`src/rtl/raise_freq_pkg.sv`:
```
// Shared definitions for the FFT bin stream feeding raiseFreq.
//   DATA_W   : bin word width, {re[31:16], im[15:0]}
//   NBIN     : bins per frame (power of two)
//   FREQ_W   : width of the bin index
//   LAST_BIN : terminal value of the write/read bin counters
//   bank_st_t: life cycle of one frame bank
//   tx_st_t  : read-side sequencer states
package raise_freq_pkg;

   localparam int unsigned DATA_W = 32;
   localparam int unsigned NBIN   = 64;
   localparam int unsigned FREQ_W = $clog2(NBIN);

   localparam logic [FREQ_W-1:0] LAST_BIN = FREQ_W'(NBIN - 1);

   typedef enum logic [1:0] {
      FREE,
      FILLING,
      FULL,
      SENDING
   } bank_st_t;

   typedef enum logic {
      IDLE,
      SEND
   } tx_st_t;

endpackage

```
`src/rtl/fft_bank_ram.sv`:
```
// Two-bank frame store: 2 x NBIN words of DATA_W bits.
//   clk        : write clock
//   i_we       : write enable
//   i_wr_bank  : bank selected for the write
//   i_wr_addr  : bin index written
//   i_wr_data  : word written
//   i_rd_bank  : bank selected for the read
//   i_rd_addr  : bin index read
//   o_rd_data  : asynchronous read data (registered by the caller)
module fft_bank_ram
   import raise_freq_pkg::*;
(
   input  logic              clk,
   input  logic              i_we,
   input  logic              i_wr_bank,
   input  logic [FREQ_W-1:0] i_wr_addr,
   input  logic [DATA_W-1:0] i_wr_data,
   input  logic              i_rd_bank,
   input  logic [FREQ_W-1:0] i_rd_addr,
   output logic [DATA_W-1:0] o_rd_data
);

   logic [DATA_W-1:0] r_mem [2*NBIN];

   always_ff @(posedge clk) begin
      if (i_we) begin
         r_mem[{i_wr_bank, i_wr_addr}] <= i_wr_data;
      end
   end

   assign o_rd_data = r_mem[{i_rd_bank, i_rd_addr}];

endmodule

```
`src/rtl/fft_frame_tx.sv`:
```
// Double-buffered FFT frame transmitter. Collects NBIN bins per frame into one
// bank while the other bank is replayed as one bin per cycle.
//   clk       : sole clock, rising edge
//   rst       : asynchronous active-high reset
//   in_data   : bin word from the FFT core, bin order 0..NBIN-1
//   in_valid  : in_data offered this cycle
//   in_ready  : current write bank can accept a word
//   ovf       : offered word dropped because the write bank is busy
//   fft_data  : streamed bin word (registered)
//   fft_valid : fft_data/freq valid this cycle
//   freq      : bin index of fft_data
//   fft_fin   : high while no frame is being streamed
module fft_frame_tx
   import raise_freq_pkg::*;
(
   input  logic              clk,
   input  logic              rst,
   input  logic [DATA_W-1:0] in_data,
   input  logic              in_valid,
   output logic              in_ready,
   output logic              ovf,
   output logic [DATA_W-1:0] fft_data,
   output logic              fft_valid,
   output logic [FREQ_W-1:0] freq,
   output logic              fft_fin
);

   bank_st_t          r_bank_st [2];
   logic              r_wbank;
   logic              r_rbank;
   logic [FREQ_W-1:0] r_wcnt;
   logic [FREQ_W-1:0] r_rcnt;
   tx_st_t            r_state;
   logic [DATA_W-1:0] r_fft_data;
   logic              r_fft_valid;
   logic [FREQ_W-1:0] r_freq;
   logic              r_fft_fin;

   logic              w_in_ready;
   logic              w_accept;
   logic              w_other;
   logic [DATA_W-1:0] w_rd_data;

   assign w_in_ready = (r_bank_st[r_wbank] == FREE) || (r_bank_st[r_wbank] == FILLING);
   assign w_accept   = in_valid && w_in_ready;
   assign w_other    = ~r_rbank;

   fft_bank_ram u_ram (
      .clk       (clk),
      .i_we      (w_accept),
      .i_wr_bank (r_wbank),
      .i_wr_addr (r_wcnt),
      .i_wr_data (in_data),
      .i_rd_bank (r_rbank),
      .i_rd_addr (r_rcnt),
      .o_rd_data (w_rd_data)
   );

   // The write side only touches a FREE/FILLING bank and the read side only a
   // FULL/SENDING one, so both may update bank states in the same cycle.
   always_ff @(posedge clk or posedge rst) begin
      if (rst) begin
         r_bank_st[0] <= FREE;
         r_bank_st[1] <= FREE;
         r_wbank      <= 1'b0;
         r_rbank      <= 1'b0;
         r_wcnt       <= '0;
         r_rcnt       <= '0;
         r_state      <= IDLE;
         r_fft_data   <= '0;
         r_fft_valid  <= 1'b0;
         r_freq       <= '0;
         r_fft_fin    <= 1'b1;
      end else begin
         if (w_accept) begin
            if (r_wcnt == LAST_BIN) begin
               r_bank_st[r_wbank] <= FULL;
               r_wbank            <= ~r_wbank;
               r_wcnt             <= '0;
            end else begin
               r_bank_st[r_wbank] <= FILLING;
               r_wcnt             <= r_wcnt + FREQ_W'(1);
            end
         end

         case (r_state)
            IDLE: begin
               r_fft_data  <= '0;
               r_fft_valid <= 1'b0;
               r_freq      <= '0;
               r_fft_fin   <= 1'b1;
               if (r_bank_st[r_rbank] == FULL) begin
                  r_bank_st[r_rbank] <= SENDING;
                  r_rcnt             <= '0;
                  r_state            <= SEND;
               end
            end
            SEND: begin
               r_fft_data  <= w_rd_data;
               r_freq      <= r_rcnt;
               r_fft_valid <= 1'b1;
               r_fft_fin   <= 1'b0;
               if (r_rcnt == LAST_BIN) begin
                  r_bank_st[r_rbank] <= FREE;
                  r_rbank            <= w_other;
                  r_rcnt             <= '0;
                  // Chain straight into the other bank only if it was already full.
                  if (r_bank_st[w_other] == FULL) begin
                     r_bank_st[w_other] <= SENDING;
                  end else begin
                     r_state <= IDLE;
                  end
               end else begin
                  r_rcnt <= r_rcnt + FREQ_W'(1);
               end
            end
            default: r_state <= IDLE;
         endcase
      end
   end

   assign in_ready  = w_in_ready;
   assign ovf       = in_valid && !w_in_ready;
   assign fft_data  = r_fft_data;
   assign fft_valid = r_fft_valid;
   assign freq      = r_freq;
   assign fft_fin   = r_fft_fin;

endmodule

```
`config.mk`:
```
export PLATFORM = sky130hd
export DESIGN_NAME = fft_frame_tx
export DESIGN_NICKNAME = d
export VERILOG_FILES = /design/src/rtl/raise_freq_pkg.sv /design/src/rtl/fft_bank_ram.sv /design/src/rtl/fft_frame_tx.sv
export SDC_FILE = /design/constraint.sdc
export NUM_CORES = 2
export LEC_CHECK = 0
export CAP_MARGIN = 0
export CORE_ASPECT_RATIO = 0.6
export CORE_UTILIZATION = 26
export DETAILED_ROUTE_END_ITERATION = 8
export PLACE_DENSITY = 0.37
export SYNTH_ARGS = -nofsm -noshare
export SYNTH_HDL_FRONTEND = slang
export SYNTH_SLANG_ARGS = --single-unit
```
`constraint.sdc`:
```
create_clock -name clk -period 3.25 [get_ports clk]
set_input_delay 0.65 -clock clk [delete_from_list [all_inputs] [get_ports clk]]
set_output_delay 0.65 -clock clk [all_outputs]
set_load 0.05 [all_outputs]
```
==> metrics.csv <==
metric,value,unit
post-DP HPWL,404000,um
largest area contributor in the netlist,edfxtp_1,
status,finished with violations,
# clock sinks,4155,
die height,608,um
"Cell Area, Synth",159000,um^2
global-route usage over all layers,19.0,%
Post-synth EDFFs,4096,
PortBufs,76,
GRT Residual Overflow,0,
DR pass1 iterations,7,
"count leader, synth",edfxtp_1,
Final period util,104,%
routed vias,85000,
Ports,77,
Worst-path clk slew,60,ps
row count,222,
synthesized netlist cell count,7410,
clk root buf,clkbuf_16,
Area after DPL,183000,um^2
Yosys warnings,0,
worst path arrival time,4180,ps
synth cell count leaders,"edfxtp_1, mux4_2, mux2i_1",
"Slew Viols, Final",0,
Max clock buf depth,4,
post-route ant nets,0,
Hold Slack,83.1,ps
failing checks,negative setup slack,
CTS tree,done,
Initial Util,26.1,%
"Distinct cells, synth",60,
post-layout net count,8772,
post-route cell area,199000,um^2
syn avg cell area,21.5,um^2
RSZ-0062 raised after global routing,true,
crit start category,flop,
ys flop type,edfxtp_1,
Max-cap violations,0,
register area share after synthesis,78.3,%
worst min path class,primary input to flop,
initial antenna violation count,88,
largest net degree at the start of global routing,82,
slew margin rel.,2.09,%
Least-Margin Pin Slew,1470,ps
dominant cells by area after synthesis,"edfxtp_1, mux4_2, mux2i_1, dfrtp_1, a22oi_1",
CTS H-tree lvls,5,
GPL Wtd Cong,0.801,
Core Footprint,609000,um^2
global-route wire length before repair,796000,um
Syn-to-layout area delta,25.3,%
max frequency,0.296,GHz
crit path time final,3380,ps
layout cells sized above 1,33.5,%
"Req. time, crit path",4050,ps
routed wire length,604000,um
Synth top area share,77.4,%
"Hold Vio Cnt, Final",0,
vias in the first global route,84000,
DIE AREA,615000,um^2
placed insts,16400,
ys async rst share,1.42,%
setup ws final,-130,ps
setup TNS,-323,ps
final core utilization,32.7,%
WL/cell,34.9,um
Yosys reg bits,4155,
Finished Layout Cells,17300,
CP endpoint kind,flop,
Leakage Power,0.0613,uW
"Max FO, Critical Path",8,
PD cells,566,nW/um^2
width of the die,1010,um
"reg-to-reg slack, setup",-130,ps
"Worst Path Class, Setup",flop to flop,
Iter 0 DRT Violations,10900,
final setup fails,8,
Clock Latency Late Sink,990,ps
number of remaining DRC errors,0,
DR vias/cell,4.92,
Max IR drop VDD,418,uV
Post-Syn Nets,7447,
worst clock skew,70.8,ps
TritonCTS Buffers,406,
==> layout by cell type, fill, tap and decap left out, drive strengths merged, types with 22 or more instances in the layout <==
master,instances
nor2,218
a22oi,164
a211oi,44
nand2,266
clkdlybuf4s50,28
nand3,77
a21oi,59
a31oi,32
bufinv,48
and3,22
edfxtp,4096
buf,1276
mux2,43
o21ai,98
nor3,36
dfrtp,58
a221oi,58
o221ai,28
nand4,31
nor2b,25
mux4,800
o22ai,134
clkinv,177
nor4,30
diode,26
mux2i,537
clkbuf,496
==> worst max-delay path, cell delays in order, from the launching register on <==
cell	delay, ps
dfrtp_4	510
buf_12	150
buf_12	140
buf_16	160
buf_16	170
buf_16	140
buf_4	180
buf_4	150
mux4_2	460
mux2i_4	230
o22ai_4	120
a2111oi_4	360
buf_6	260
a21oi_2	80
==> repair_timing <==
action | CTS | global route
pin swaps | 16 | 32
gates cloned | 10 | 12
buffers inserted | 39 | 70
hold endpoints to repair | 11 | 0
endpoints found under the setup margin | 42 | 32
hold buffers | 1 | 0
resized for setup | 177 | 158
==> final timing paths <==
kind | startpoint | to | cells past startpoint
worst max-delay path | r_rcnt[0] | fft_data[2] | 13
worst min-delay path | in_data[9] | u_ram.r_mem[105][9] | 1
worst max register to register | r_rcnt[0] | fft_data[2] | 13
worst min register to register | r_bank_st[3] | r_bank_st[3] | 2
max in group asynchronous | rst | fft_data[2] | 3
min in group asynchronous | rst | fft_data[3] | 2
==> logic make-up (layout without fill, tap and decap cells) <==
group	count (synthesis)	after routing	synth area share (%)
fa+ha+maj	2	2	0.0157
other cells	0	26	0
compound gates	702	702	3.07
xor+xnor	6	6	0.0331
mux	1380	1380	15.0
flops	4155	4155	78.3
simple gates	740	740	2.09
buf+inv	425	2085	1.46
==> per-layer routing <==
layer / track usage [%] / wire [um]
met3: 2.89 / 41200
met2: 26.9 / 250000
met1: 30.9 / 301000
met5: 0 / 33
met4: 3.16 / 11100
==> flip-flops by register name, indices dropped and copies added, names as in the netlist <==
register	count
u_ram.r_mem	4096
r_rbank	1
freq	6
r_wbank	1
fft_fin	1
fft_data	32
r_state	1
r_wcnt	6
r_bank_st	4
r_rcnt	6
fft_valid	1
==> metrics by stage <==
stage / total power (uW) / setup slack, ps
3_5_place_dp: 65200 / -1020
2_1_floorplan: 61900 / -34.1
3_3_place_gp: 65100 / -3140
6_report: 113000 / -130
5_1_grt: 116000 / -153
4_1_cts: 114000 / -222
==> area by class of cell <==
cell class / count / area [um^2]
Inverter: 8 / 45.0
Fill cell: 57700 / 410000
Sequential cell: 4155 / 124000
Tap cell: 8176 / 10200
Timing Repair Buffer: 1334 / 16600
Clock buffer: 484 / 10500
Clock inverter: 259 / 2780
Antenna cell: 26 / 65.1
Multi-Input combinational cell: 2830 / 34400
==> report_power, final <==
group | internal, uW | switching (uW)
Clock | 27100 | 21600
Combinational | 963 | 3190
Sequential | 59600 | 215
Total | 87700 | 25000
(Power assumes the default switching activity.)
